[config.mk]
export PLATFORM = sky130hd
export DESIGN_NAME = guess_game_core
export DESIGN_NICKNAME = d
export VERILOG_FILES = /design/src/rtl/guess_game_core.sv
export SDC_FILE = /design/constraint.sdc
export NUM_CORES = 1
export LEC_CHECK = 0
export CAP_MARGIN = 5
export CORE_MARGIN = 2
export CORE_UTILIZATION = 33
export DETAILED_ROUTE_END_ITERATION = 7
export PLACE_DENSITY = 0.5
export SLEW_MARGIN = 0
export SYNTH_ARGS = -nofsm -noshare
export SYNTH_HDL_FRONTEND = slang
export SYNTH_SLANG_ARGS = --single-unit
[constraint.sdc]
create_clock -name clk -period 3.2 [get_ports clk]
set_input_delay 0.64 -clock clk [delete_from_list [all_inputs] [get_ports clk]]
set_output_delay 0.64 -clock clk [all_outputs]
set_load 0.05 [all_outputs]
[src/rtl/guess_game_core.sv]
// Guessing-game engine: one-hot lamp that steps on an internal counter, the player
// must press the matching button; tracks score and lives and declares win or lose.
module guess_game_core #(
    parameter int N           = 4,
    parameter int STEP_CYCLES = 50_000_000,
    parameter int STEP_DEC    = 5_000_000,
    parameter int STEP_MIN    = 10_000_000,
    parameter int TARGET      = 8,
    parameter int LIVES       = 3,
    parameter int SCORE_W     = 4
) (
    input  logic               clk,
    input  logic               reset,
    input  logic [N-1:0]       b,
    input  logic               mode,
    input  logic               start,
    output logic [N-1:0]       y,
    output logic               win,
    output logic               lose,
    output logic               playing,
    output logic [SCORE_W-1:0] score,
    output logic [2:0]         lives
);

    localparam int PW = (N > 1) ? $clog2(N) : 1;
    localparam int CW = $clog2(STEP_CYCLES + 1);

    localparam logic [CW-1:0]      PERIOD_INIT = CW'(STEP_CYCLES);
    localparam logic [CW-1:0]      DEC_C       = CW'(STEP_DEC);
    localparam logic [CW-1:0]      MIN_C       = CW'(STEP_MIN);
    localparam logic [SCORE_W-1:0] TARGET_C    = SCORE_W'(TARGET);
    localparam logic [2:0]         LIVES_C     = 3'(LIVES);
    localparam logic [N-1:0]       ONE         = N'(1);

    typedef enum logic [1:0] {IDLE, RUN, WIN, LOSE} state_t;

    state_t             state, state_n;
    logic [PW-1:0]      pos, pos_n, pos_step;
    logic [CW-1:0]      cnt, cnt_n;
    logic [CW-1:0]      period, period_n;
    logic [7:0]         lfsr, lfsr_n;
    logic [N-1:0]       b_q;
    logic               start_q;
    logic [N-1:0]       y_n;
    logic [SCORE_W-1:0] score_n;
    logic [2:0]         lives_n;
    logic [N-1:0]       press;
    logic               start_rise;
    logic               hit;
    logic               miss;
    logic               tick;

    always_ff @(posedge clk or negedge reset) begin
        if (!reset) begin
            state   <= IDLE;
            pos     <= '0;
            cnt     <= '0;
            period  <= PERIOD_INIT;
            lfsr    <= 8'h01;
            b_q     <= '0;
            start_q <= 1'b0;
            y       <= '0;
            score   <= '0;
            lives   <= LIVES_C;
        end else begin
            state   <= state_n;
            pos     <= pos_n;
            cnt     <= cnt_n;
            period  <= period_n;
            lfsr    <= lfsr_n;
            b_q     <= b;
            start_q <= start;
            y       <= y_n;
            score   <= score_n;
            lives   <= lives_n;
        end
    end

    // A hit is judged against the lamp as currently shown, so it takes priority
    // over a step tick landing in the same cycle and the position moves only once.
    always_comb begin
        press      = b & ~b_q;
        start_rise = start & ~start_q;
        lfsr_n     = {1'b0, lfsr[7:1]} ^ (lfsr[0] ? 8'hB8 : 8'h00);
        tick       = (cnt == period - CW'(1));
        hit        = (press != '0) && (press == y);
        miss       = (press != '0) && !hit;

        if (mode) begin
            pos_step = (lfsr[PW-1:0] == pos) ? pos + PW'(1) : lfsr[PW-1:0];
        end else begin
            pos_step = pos + PW'(1);
        end

        state_n  = state;
        pos_n    = pos;
        cnt_n    = cnt;
        period_n = period;
        score_n  = score;
        lives_n  = lives;

        if (start_rise) begin
            state_n  = RUN;
            pos_n    = '0;
            cnt_n    = '0;
            period_n = PERIOD_INIT;
            score_n  = '0;
            lives_n  = LIVES_C;
        end else begin
            case (state)
                RUN: begin
                    if (hit) begin
                        if (score != '1) begin
                            score_n = score + SCORE_W'(1);
                        end
                        pos_n = pos_step;
                        cnt_n = '0;
                        if (period >= MIN_C && (period - MIN_C) >= DEC_C) begin
                            period_n = period - DEC_C;
                        end else begin
                            period_n = MIN_C;
                        end
                        if (score_n == TARGET_C) begin
                            state_n = WIN;
                        end
                    end else begin
                        if (tick) begin
                            cnt_n = '0;
                            pos_n = pos_step;
                        end else begin
                            cnt_n = cnt + CW'(1);
                        end
                        if (miss) begin
                            lives_n = lives - 3'd1;
                            if (lives_n == 3'd0) begin
                                state_n = LOSE;
                            end
                        end
                    end
                end
                default: begin
                end
            endcase
        end

        y_n = (state_n == RUN) ? (ONE << pos_n) : '0;
    end

    assign win     = (state == WIN);
    assign lose    = (state == LOSE);
    assign playing = (state == RUN);

endmodule

After elaboration in Yosys (flattened, before gate mapping)
Cells that the tools add are included.

Flip-flop bits (word level): 80. Logic and storage cells: 79. Bits of input ports: 8. Output and inout port bits: 14.

Magnitude comparators: 2. Muxes and demuxes: 33. Equal/unequal tests: 10. Reduce and logical (&&, ||, !) cells: 11. Shift-type cells: 1. Add/sub/neg operators: 7. Bitwise logic cells: 5.

Operators by type and width (number): $mux W26 (8); $mux W4 (8); $add A26 B1 Y26 const B (1); $eq A26 B26 Y1 (1); $ge A26 B23 Y1 const B (1); $ge A26 B24 Y1 const B (1); $sub A26 B1 Y26 const B (1); $sub A26 B23 Y26 const B (1); $sub A26 B24 Y26 const B (1); $mux W2 (12); $mux W3 (4); $mux W8 (1); $xor A7 B8 Y8 (1); $reduce_bool A2 Y1 (3); $add A4 B1 Y4 const B (1); $and A4 B4 Y4 (1); $eq A2 B1 Y1 const B (2); $eq A2 B2 Y1 const B (2); $eq A4 B4 Y1 (1); $eq A4 B4 Y1 const B (1); $ne A4 B4 Y1 const B (1); $not A4 Y4 (1); $reduce_bool A4 Y1 (1); $shl A1 B2 Y4 const A (1); other kinds (11) (13).

Logic depth before layout (Yosys ltp)
Depth after elaboration: 14. Depth in mapped cells: 13.

Worst setup path before layout
OpenSTA, ideal clock, no wires.

Path type: flip-flop to flip-flop. From: register period[8]. To: register y[1]. Path slack: 0.171 ns. Data arrival time: 2.894 ns. Data required time: 3.065 ns. Stages on the path, launching flop included: 12. Setup time: 0.135 ns. Clock period less this slack: 3.029 ns. Cells stage by stage: dfrtp_1 > inv_1 > ha_1 > or4b_1 > xnor2_1 > nor4_1 > and3_1 > o221a_2 > a41oi_2 > o21a_1 > o31a_2 > nor4bb_1.

Cells in the longest elaborated chain, start to end: 8.

Ends and longest elaborated chain: start: declaration (RTL line 40) `logic [CW-1:0] period, period_n;`; start signal: assignment (RTL line 69) `period <= period_n;`; $sub A26 B1 Y26 (RTL line 85) `tick = (cnt == period - CW'(1));`; $eq A26 B26 Y1 (RTL line 85); $mux W2 (RTL line 127) `if (tick) begin`; $mux W2 (RTL line 112) `if (hit) begin`; $mux W2 (RTL line 110) `case (state)`; $mux W2 (RTL line 102) `if (start_rise) begin`; named net pos_n[0] (RTL line 38) `logic [PW-1:0] pos, pos_n, pos_step;`; $shl A1 B2 Y4 (RTL line 146) `y_n = (state_n == RUN) ? (ONE << pos_n) : '0;`; $mux W4 (RTL line 146); named net y_n[1] (RTL line 44) `logic [N-1:0] y_n;`; end signal: assignment (RTL line 73) `y <= y_n;`; end: declaration (RTL line 17) `output logic [N-1:0] y,`.

The timed path passes the listed nets, and every way through them passes these cells. A chain may end at the register's enable or synchronous reset.

Worst setup path in the final report
From: register period[16]. To: register y[1].

The elaborated chain is that of the path after synthesis.

==> results.py <==
metrics = {
    "synthesis": {
        "synth_adder_area_share": 0.02676,
        "synth_compound_area_frac": 0.2036,
        "netlist_top_cells_area": "dfrtp_1, dfstp_2, xnor2_1",
        "ys_types": 81,
        "synth.largest_area_cell": "dfrtp_1",
        "synth-simple-area-share": 0.2554,
        "synth_top_cells_by_count": "dfrtp_1, nand2_1, nor2_1, o21ai_0, clkbuf_1",
        "netlist.area_leader.share": 0.2870,
        "syn_inst": 592,
        "synth_nets": 611,
        "synthMuxAreaShare": 0.01824,
        "synth_seq_cells": 74,
        "ys_dominant_reg_cell": "dfrtp_1",
        "synth_area_mm2": 0.005144,
        "synth.avg_cell_area_um2": 8.689,
        "synth_edf_count": 0,
        "synth_top_family_by_area": "simple AND/OR/NAND/NOR gates",
        "yosysSeqAreaShare": 0.3637,
        "ys_warn_count": 0,
        "synth_xor_area_frac": 0.08854,
        "synth.most_common_cell": "dfrtp_1",
        "ys_async_sr_fraction": 1.000,
    },
    "sta": {
        "finalSetupViolCount": 0,
        "final_hold_viol_count": 0,
        "post-route-period-util": 0.9541,
        "setup_slack_ns": 0.1468,
        "finClkSkew_ns": 0.008017,
        "post-route-min-period_ns": 3.053,
        "drv_slew": 0,
        "fmax_ghz": 0.3275,
        "fin_hold_ws_ns": 0.3494,
        "slew_headroom": 0.3377,
        "worst_slew_pin_slew_ns": 0.9934,
    },
    "routing": {
        "wl_met2_mm": 6.612,
        "drt_iter0_markers": 274,
        "drc": 0,
        "ant_nets": 0,
        "wl_mm": 13.83,
        "via_per_inst": 5.558,
        "firstDrtPassIters": 4,
        "wl_per_cell_um": 16.99,
        "wl_met1_mm": 6.374,
        "top_layer_used": "met4",
        "dr_wl_met3_um": 522,
        "vias": 4524,
    },
    "critical_path": {
        "critPathBufInv": 1,
        "crit_slowest_cell": "a2111oi_0",
        "end_kind": "register",
        "critical_path_class": "reg2reg",
        "required_ns": 3.41,
        "r2r-start": "period[16]",
        "critical_path_peak_fanout": 12,
        "crit_family": "compound AO/OA/AOI/OAI gates",
        "crit_chain": "buf_4 > nor4_1 > o22ai_1 > a2111oi_0 > and3_1 > o221a_2 > a41oi_4 > o21a_1 > o31a_2 > nor4bb_1",
        "cp-start-kind": "register",
        "arrival_ns": 3.27,
        "worstSetupStartpoint": "period[16]",
        "max_stage_delay_ns": 0.41,
    },
    "worst_hold_path": {
        "hp-class": "reg2reg",
        "hp-start": "lfsr[3]",
    },
    "placement": {
        "post-place-ws_ns": 0.05302,
        "io_buffers": 21,
        "hpwl_mm": 9.974,
        "gp_congestion": 0.8369,
    },
    "clock_tree": {
        "holdBufCountCts": 0,
        "cts-buffers-inserted": 9,
        "ctsLongestPathBuffers": 2,
        "cts.sinks": 74,
        "h-tree-depth": 3,
        "cts_tree": "yes",
        "clkTransAtPathRegs_ns": 0.06,
        "insertion_delay_ns": 0.35,
        "cts_root_buf": "clkbuf_16",
    },
    "floorplanning": {
        "die_h_um": 128.8,
        "initial_core_util": 0.3384,
        "row_count": 45,
        "core_region_area_mm2": 0.01520,
        "die-area_mm2": 0.01660,
        "ios": 22,
        "die_w_um": 128.8,
    },
    "global_routing": {
        "grt_overflow_total": 0,
        "grt.total_usage": 0.1763,
        "grt_pass1_vias": 4548,
        "grt_first_pass_wirelength_mm": 23.12,
        "grt_antenna_before_repair": 0,
        "grt_max_degree": 75,
    },
    "power": {
        "ir_drop_mv": 0.4457,
        "p_per_area_mw_per_mm2": 686.2,
        "p_leak_nw": 2.584,
    },
    "layout": {
        "diodes": 0,
        "layout-drive-gt1-share": 0.1454,
        "area_growth_pct": 17.49,
        "nNetsFinal": 640,
    },
    "flow_run": {
        "cap_violations": 0,
    },
    "status": {
        "status": "complete, no violations",
    },
}
## sequential cells by signal, indices dropped and copies added (netlist names)
register	cells
pos	2
period	20
cnt	26
start_q	1
score	4
y	4
state	2
b_q	4
lfsr	8
lives	3
## layout by cell type, fill, tap and decap left out, types with 3 or more instances in the layout
master | netlist | layout
nor4_1 | 7 | 6
a21oi_1 | 17 | 16
mux2i_1 | 6 | 6
or4_1 | 4 | 4
nand2b_1 | 7 | 7
o211ai_1 | 8 | 8
xor2_1 | 25 | 25
clkbuf_16 | 0 | 9
nand3_1 | 24 | 24
a211oi_1 | 4 | 4
or3_1 | 4 | 4
nand4_1 | 10 | 10
buf_4 | 0 | 33
nand2_1 | 56 | 56
nor2b_1 | 15 | 15
a21o_1 | 15 | 15
o21ai_0 | 38 | 38
o31ai_1 | 3 | 3
nor3_1 | 10 | 10
o2111ai_1 | 4 | 4
inv_1 | 19 | 18
nor2_1 | 52 | 52
dfstp_2 | 15 | 15
a41o_1 | 3 | 3
nor4b_1 | 5 | 4
ha_1 | 11 | 9
a31oi_1 | 6 | 6
and3_1 | 12 | 12
nor3b_1 | 8 | 8
dfrtp_1 | 59 | 59
clkdlybuf4s50_1 | 0 | 20
o22ai_1 | 4 | 4
mux2_2 | 3 | 3
o21a_1 | 6 | 6
xnor2_1 | 27 | 27
and4_1 | 4 | 4
and2_1 | 10 | 10
## stage by stage
stage | TNS [ns] | utilization | area (um2) | power [W] | instances
floorplan | 0 | - | 5144 | 0.002484 | 592
global placement | 0 | 0.3742 | 5689 | 0.003027 | 797
detailed placement | 0 | 0.3742 | 5689 | 0.003059 | 797
CTS | 0 | 0.3941 | 5991 | 0.004138 | 813
global route | -0.02683 | 0.3975 | 6043 | 0.004426 | 814
finish | 0 | 0.3975 | 6043 | 0.004147 | 814
## kinds of logic after synthesis
group / count (synthesis)
flops: 74
fa+ha+maj: 11
simple gates: 245
buf+inv: 56
compound gates: 145
xor+xnor: 52
mux: 9
## per-layer routing
layer / vias up / global-route usage
met4: 0 / 0.07801
met5: - / 0
li1: 2196 / -
met3: 25 / 0.03368
met2: 115 / 0.2870
met1: 2188 / 0.2286
## path summary, 6_finish.rpt
check / cells past startpoint / to / slack [ns]
max: 10 / y[1] / 0.15
min: 0 / lfsr[2] / 0.35
max reg2reg: 10 / y[1] / 0.15
min reg2reg: 0 / lfsr[2] / 0.35
max in group asynchronous: 1 / cnt[25] / 2.09
min in group asynchronous: 1 / period[11] / 0.42
## layout make-up
type	count	area, um2
fill	1542	9159
multi-input combinational	462	3093
sequential	74	1871
timing repair buffer	54	467.9
tap	188	235.2
clock buffer	9	225.2
clock inverter	7	76.32
inverter	20	75.07
## where the power goes
| group | total, W | leakage [nW] | internal [W] | switching (W) |
|---|---|---|---|---|
| clock | 0.00105 | 0.148 | 0.000611 | 0.000441 |
| sequential | 0.00131 | 0.953 | 0.00111 | 0.000204 |
| combinational | 0.00178 | 1.48 | 0.000714 | 0.00107 |
| total | 0.00415 | 2.58 | 0.00243 | 0.00171 |
## repair_timing
item,4_1_cts,5_1_grt
buffers inserted,0,1
setup endpoints to repair,0,35
gates resized for setup,0,10
(Power assumes the default switching activity.)
==> RTL edit 1, RTL diff (same settings) <==
The parameter `SCORE_W` goes from 4 to 3.
--- a/src/rtl/guess_game_core.sv
+++ b/src/rtl/guess_game_core.sv
@@ -7,7 +7,7 @@
     parameter int STEP_MIN    = 10_000_000,
     parameter int TARGET      = 8,
     parameter int LIVES       = 3,
-    parameter int SCORE_W     = 4
+    parameter int SCORE_W     = 3
 ) (
     input  logic               clk,
     input  logic               reset,
Interface: changed (resized score); port bits go from 22 to 21. The function was not compared with the original's and may differ.
==> RTL edit 1 against the unedited design <==
  * The run now ends with setup timing left
  * Power rose by 1.5%
  * Cell area rose by 5.6%
  * Critical path type unchanged
  * Combinational power grew 13%
  * Wire length grew 4.8%
  * Synthesized area rose by 0.34%
  * Sequential cell count down 1
  * First-iteration DRC count is 11% higher
  * Worst setup slack got worse by 160 ps
  * Clock skew is 2.4 ps lower
  * Count of clock-buffer cells in the layout unchanged
==> RTL edit 1: results (changes against the unedited design) <==
* Status: finished with violations (was finished, final reports clean)
* Failing checks: setup timing
* DP Wirelength at 10.5 mm (was 9.97 mm)
* Detailed Routing Iterations Pass 1 at 6 (was 4)
* Via count at 4,718 (was 4,524)
* Placed Instances at 856 (was 797)
* Final net count at 680 (was 640)
* Worst path setup slack after routing at -17.8 ps (was 147 ps)
* Launching element of the worst setup path: period[8] (was period[16])
* Post-synthesis share of cell area spent on full adders, half adders and majority gates at 2.67% (was 2.68%)
* Routability Congestion at 0.813 (was 0.837)
* Global-route wire length before repair at 24.0 mm (was 23.1 mm)
* Net count after synthesis at 629 (was 611)
* Largest fanout on the critical path at 5 (was 12)
* Timing endpoint of the critical path: y[3] (was y[1])
* Class of the tightest hold or removal check: reg -> reg (unchanged)
* Ranking of synthesized cells by instance count: sky130_fd_sc_hd__dfrtp_1, sky130_fd_sc_hd__nand2_1, sky130_fd_sc_hd__a21oi_1 (was sky130_fd_sc_hd__dfrtp_1, sky130_fd_sc_hd__nand2_1, sky130_fd_sc_hd__nor2_1)
* Quantity of I/O buffers inserted on ports at 20 (was 21)
* Total Wirelength at 14.5 mm (was 13.8 mm)
* CP Data Arrival Time at 3490 ps (was 3270 ps)
* Top area cells in the synthesized netlist: sky130_fd_sc_hd__dfrtp_1, sky130_fd_sc_hd__dfstp_2, sky130_fd_sc_hd__a21oi_1 (was sky130_fd_sc_hd__dfrtp_1, sky130_fd_sc_hd__dfstp_2, sky130_fd_sc_hd__xnor2_1)
* Setup violators final at 1 (was 0)
* Worst max-slew margin expressed relative to the limit at 36.2% (was 33.8%)
* Post-synthesis sequential area ratio at 35.8% (was 36.4%)
* Int Pwr at 2.44 mW (was 2.43 mW)
* Via count of the first global-routing pass at 4,613 (was 4,548)
* Average footprint of a synthesized cell at 8.46 sq um (was 8.69 sq um)
* Largest stage delay on the critical path at 500 ps (was 410 ps)
* Worst reg2reg path depth at 11 (was 10)
* Number of design-rule violations left by the first detailed-router iteration at 304 (was 274)
* Largest net degree at the start of global routing at 74 (was 75)
* Share of cells above drive strength 1 at 19.5% (was 14.5%)
* Post-synthesis share of cell area spent on xor and xnor gates at 7.81% (was 8.85%)
* Inserted Clock Buffers at 9 (unchanged)
* Kind of cell adding the most delay to the critical path: simple AND/OR/NAND/NOR gates (was compound AO/OA/AOI/OAI gates)
* Synth unique cells at 66 (was 81)
* Number of standard cells in the final layout excluding fillers at 877 (was 814)
* Mux share of post-synthesis cell area at 2.16% (was 1.82%)
* Worst-case hold path end point: lfsr[1] (was lfsr[2])
* Worst IR drop on VDD at 0.000299 V (was 0.000446 V)
* Fin Clk Skew at 5.64 ps (was 8.02 ps)
* Fraction of the mapped netlist area in compound gates at 21.1% (was 20.4%)
## RTL edit 1: cell count changes after synthesis, moves of 7 or more
cell,before,now
sky130_fd_sc_hd__a21oi_1,17,44
sky130_fd_sc_hd__nor2_1,52,34
sky130_fd_sc_hd__clkbuf_1,28,39
sky130_fd_sc_hd__inv_1,19,30
sky130_fd_sc_hd__nand3_1,24,33
sky130_fd_sc_hd__nor4_1,7,16
sky130_fd_sc_hd__o21ai_0,38,29
sky130_fd_sc_hd__or3_1,4,13
sky130_fd_sc_hd__nand2_1,56,48
sky130_fd_sc_hd__nor3b_1,8,1
## RTL edit 1: worst register-to-register path: stages (launching register included)
cell and delay, ps:
sky130_fd_sc_hd__dfrtp_1 410, sky130_fd_sc_hd__inv_4 80, sky130_fd_sc_hd__ha_4 120, sky130_fd_sc_hd__or4b_4 500
sky130_fd_sc_hd__or4_4 430, sky130_fd_sc_hd__a211o_1 270, sky130_fd_sc_hd__a211oi_2 180, sky130_fd_sc_hd__and4_4 270
sky130_fd_sc_hd__buf_6 140, sky130_fd_sc_hd__a311oi_4 110, sky130_fd_sc_hd__a211oi_4 390, sky130_fd_sc_hd__nor4b_2 240
## RTL edit 1: what timing repair did
| item | in CTS | in global routing |
|---|---|---|
| hold buffers | 0 | 0 |
| cloned | 0 | 0 |
| endpoints found under the setup margin | 4 | 25 |
| resized for setup | 4 | 14 |
| setup buffers | 2 | 4 |
| pin swaps | 1 | 8 |
## RTL edit 1: kinds of logic after synthesis
kind of cell | count (synthesis)
AOI/OAI and AO/OA | 161
adders and majority gates | 11
muxes | 11
and+or+nand+nor | 230
xor gates and xnor gates | 46
DFF | 73
buffers and inverters | 78
## RTL edit 1: layout make-up
type / count / area [sq um]
fillers: 1495 / 8870
repair buffers: 87 / 742
inverters: 31 / 119
clock buffers: 9 / 225
well taps: 211 / 264
clock inverters: 7 / 65.1
multi-input cells: 459 / 3120
flip-flops and latches: 73 / 1850
## RTL edit 1: metrics by stage
stage,hold WS (ps),setup WS [ps],cell area (sq um)
floorplan,331,12.0,5250
global placement,337,-29.2,5990
detailed placement,339,-59.8,5990
CTS,354,0.790,6300
global route,368,-105,6380
finish,352,-17.8,6380
## RTL edit 1: routing by layer
metal  routed length (um)  global-route usage, %
met5                    0                      0
met4                  283                   7.16
met3                  465                   4.09
met2                 7030                   30.5
met1                 6720                   23.7
## RTL edit 1: power by group through the flow
stage	sequential [mW]	combinational (mW)	clock, mW
detailed placement	1.21	1.94	0
global route	1.21	2.20	1.08
global placement	1.21	1.92	0
finish	1.19	2.01	1.01
CTS	1.19	1.97	1.04
floorplan	1.33	1.16	0
==> RTL edit 2, RTL diff (same flow settings) <==
Without the edit above. The 4 states of `state_t` get a one-hot encoding in 4 bits.
--- a/src/rtl/guess_game_core.sv
+++ b/src/rtl/guess_game_core.sv
@@ -32,7 +32,7 @@
     localparam logic [2:0]         LIVES_C     = 3'(LIVES);
     localparam logic [N-1:0]       ONE         = N'(1);
 
-    typedef enum logic [1:0] {IDLE, RUN, WIN, LOSE} state_t;
+    typedef enum logic [3:0] {IDLE = 4'b0001, RUN = 4'b0010, WIN = 4'b0100, LOSE = 4'b1000} state_t;
 
     state_t             state, state_n;
     logic [PW-1:0]      pos, pos_n, pos_step;
Formal check against the unedited RTL: same outputs for any inputs over 4 cycles, from zero or initial values and one cycle with reset low; so few cycles prove little.
==> RTL edit 2 against the unedited design <==
  * Worst hold slack better by 4.7 ps
  * Global-route usage increased by 0.27 points
  * Cell area is 2.0% higher
  * Largest power group unchanged
  * Combinational power rose by 30%
  * Critical path type unchanged
  * Sequential cell count is 2 higher
  * Power increased by 15%
  * Sequential power is 5% higher
  * Wire length up 1.6%
  * Worst setup slack better by 17 ps
  * Synthesized area decreased by 0.41%
==> RTL edit 2: results (changes against the unedited design) <==
* Via-per-instance ratio at 5.52 (was 5.56)
* Synth unique cells at 67 (was 81)
* Status: finished, final reports clean (unchanged)
* Net count after synthesis at 633 (was 611)
* Post-synthesis sequential area ratio at 37.5% (was 36.4%)
* Top area cells in the synthesized netlist: sky130_fd_sc_hd__dfrtp_1, sky130_fd_sc_hd__dfstp_2, sky130_fd_sc_hd__xnor2_1 (unchanged)
* Largest net degree at the start of global routing at 77 (was 75)
* Worst max-slew margin expressed relative to the limit at 31.6% (was 33.8%)
* Number of design-rule violations left by the first detailed-router iteration at 305 (was 274)
* Worst reg2reg path depth at 11 (was 10)
* Lkg Pwr at 2.52 nW (was 2.58 nW)
* Drt wl/cell at 16.7 um (was 17.0 um)
* Launching element of the worst setup path: period[7] (was period[16])
* Share of cells above drive strength 1 at 15.2% (was 14.5%)
* Worst IR drop on VDD at 0.000469 V (was 0.000446 V)
* Fin Clk Skew at 6.46 ps (was 8.02 ps)
* Final net count at 666 (was 640)
* Uppermost layer routed: met4 (unchanged)
* Routability Congestion at 0.858 (was 0.837)
* Number of antenna violations at the first check in global routing at 0 (unchanged)
* Routed metal-1 wirelength at 6.36 mm (was 6.37 mm)
* Reg-to-reg setup timing slack at 160 ps (was 150 ps)
* GRT Total Usage at 17.9% (was 17.6%)
* Met3 layer wire length in the routed design at 453 um (was 522 um)
* Hold path startpoint: lfsr[7] (was lfsr[3])
* Launch point of the worst reg-to-reg path: period[7] (was period[16])
* DP Wirelength at 9.92 mm (was 9.97 mm)
* Worst-Skew Late Latency at 340 ps
* Starting density of the core at 33.7% (was 33.8%)
* Kind of cell adding the most delay to the critical path: simple AND/OR/NAND/NOR gates (was compound AO/OA/AOI/OAI gates)
* Number of buffers on the longest clock path at 2 (unchanged)
* Master of the slowest instance on the critical path: sky130_fd_sc_hd__dfstp_2 (was sky130_fd_sc_hd__a2111oi_0)
* Main flop type after synthesis: sky130_fd_sc_hd__dfrtp_1 (unchanged)
* Quantity of I/O buffers inserted on ports at 21 (unchanged)
* Largest stage delay on the critical path at 530 ps (was 410 ps)
* Ranking of synthesized cells by instance count: sky130_fd_sc_hd__nand2_1, sky130_fd_sc_hd__dfrtp_1, sky130_fd_sc_hd__nor2_1 (was sky130_fd_sc_hd__dfrtp_1, sky130_fd_sc_hd__nand2_1, sky130_fd_sc_hd__nor2_1)
* Fill cell total of the finished layout at 1,550 (was 1,542)
* Via count of the first global-routing pass at 4,685 (was 4,548)
* Largest fanout on the critical path at 8 (was 12)
* Routed met2 length at 7.03 mm (was 6.61 mm)
* End of the worst register-to-register path: period[16] (was y[1])
* Global-route wire length before repair at 23.7 mm (was 23.1 mm)
[RTL edit 2: cell families after synthesis]
logic type	count (synthesis)	synth area share [%]
buffers and inverters	57	4.20
flip-flops	76	37.5
AO/OA/AOI/OAI	141	18.2
multiplexers	10	1.98
adder cells (fa/ha/maj)	11	2.69
AND/OR/NAND/NOR	264	26.0
XOR/XNOR	55	9.40
[RTL edit 2: what timing repair did]
item | in CTS | in global routing
buffers inserted | 1 | 0
resized for setup | 0 | 15
hold endpoints to repair | 0 | 0
endpoints found under the setup margin | 1 | 38
pin swaps | 1 | 1
[RTL edit 2: per-stage QoR]
stage	cells	setup slack (ps)	power, mW	cell area, sq um	hold slack, ps
finish	840	164	4.76	6160	354
global route	840	-11.4	5.10	6160	369
CTS	840	27.0	4.72	6080	361
detailed placement	823	26.0	3.63	5770	336
global placement	823	35.0	3.59	5770	339
floorplan	614	7.52	2.87	5130	331
[RTL edit 2: worst min-delay path by stage]
stage | end | slack [ps] | cells past startpoint
5_1_grt | lfsr[2] | 370 | 0
3_5_place_dp | lfsr[6] | 340 | 0
6_report | lfsr[6] | 350 | 0
3_3_place_gp | lfsr[2] | 340 | 0
4_1_cts | lfsr[6] | 360 | 0
2_1_floorplan | lfsr[1] | 330 | 0
[RTL edit 2: report_power, final]
group | internal, mW | switching, mW | leakage (nW)
Sequential | 1.16 | 0.222 | 0.977
Combinational | 0.963 | 1.35 | 1.39
Clock | 0.617 | 0.441 | 0.149
Total | 2.74 | 2.02 | 2.52
[RTL edit 2: cell type report]
| cell class | instances | area [sq um] | area share [%] |
|---|---|---|---|
| clock buffer | 9 | 225 | 3.65 |
| tap | 188 | 235 | 3.82 |
| multi-input combinational | 481 | 3070 | 49.9 |
| sequential | 76 | 1920 | 31.2 |
| timing repair buffer | 66 | 578 | 9.38 |
| clock inverter | 7 | 80.1 | 1.30 |
| inverter | 13 | 48.8 | 0.792 |
[RTL edit 2: layer usage]
layer / up-vias / global-route usage, %
met5: - / 0
met4: 0 / 5.50
met3: 17 / 2.70
met2: 88 / 31.0
met1: 2274 / 23.2
li1: 2260 / -
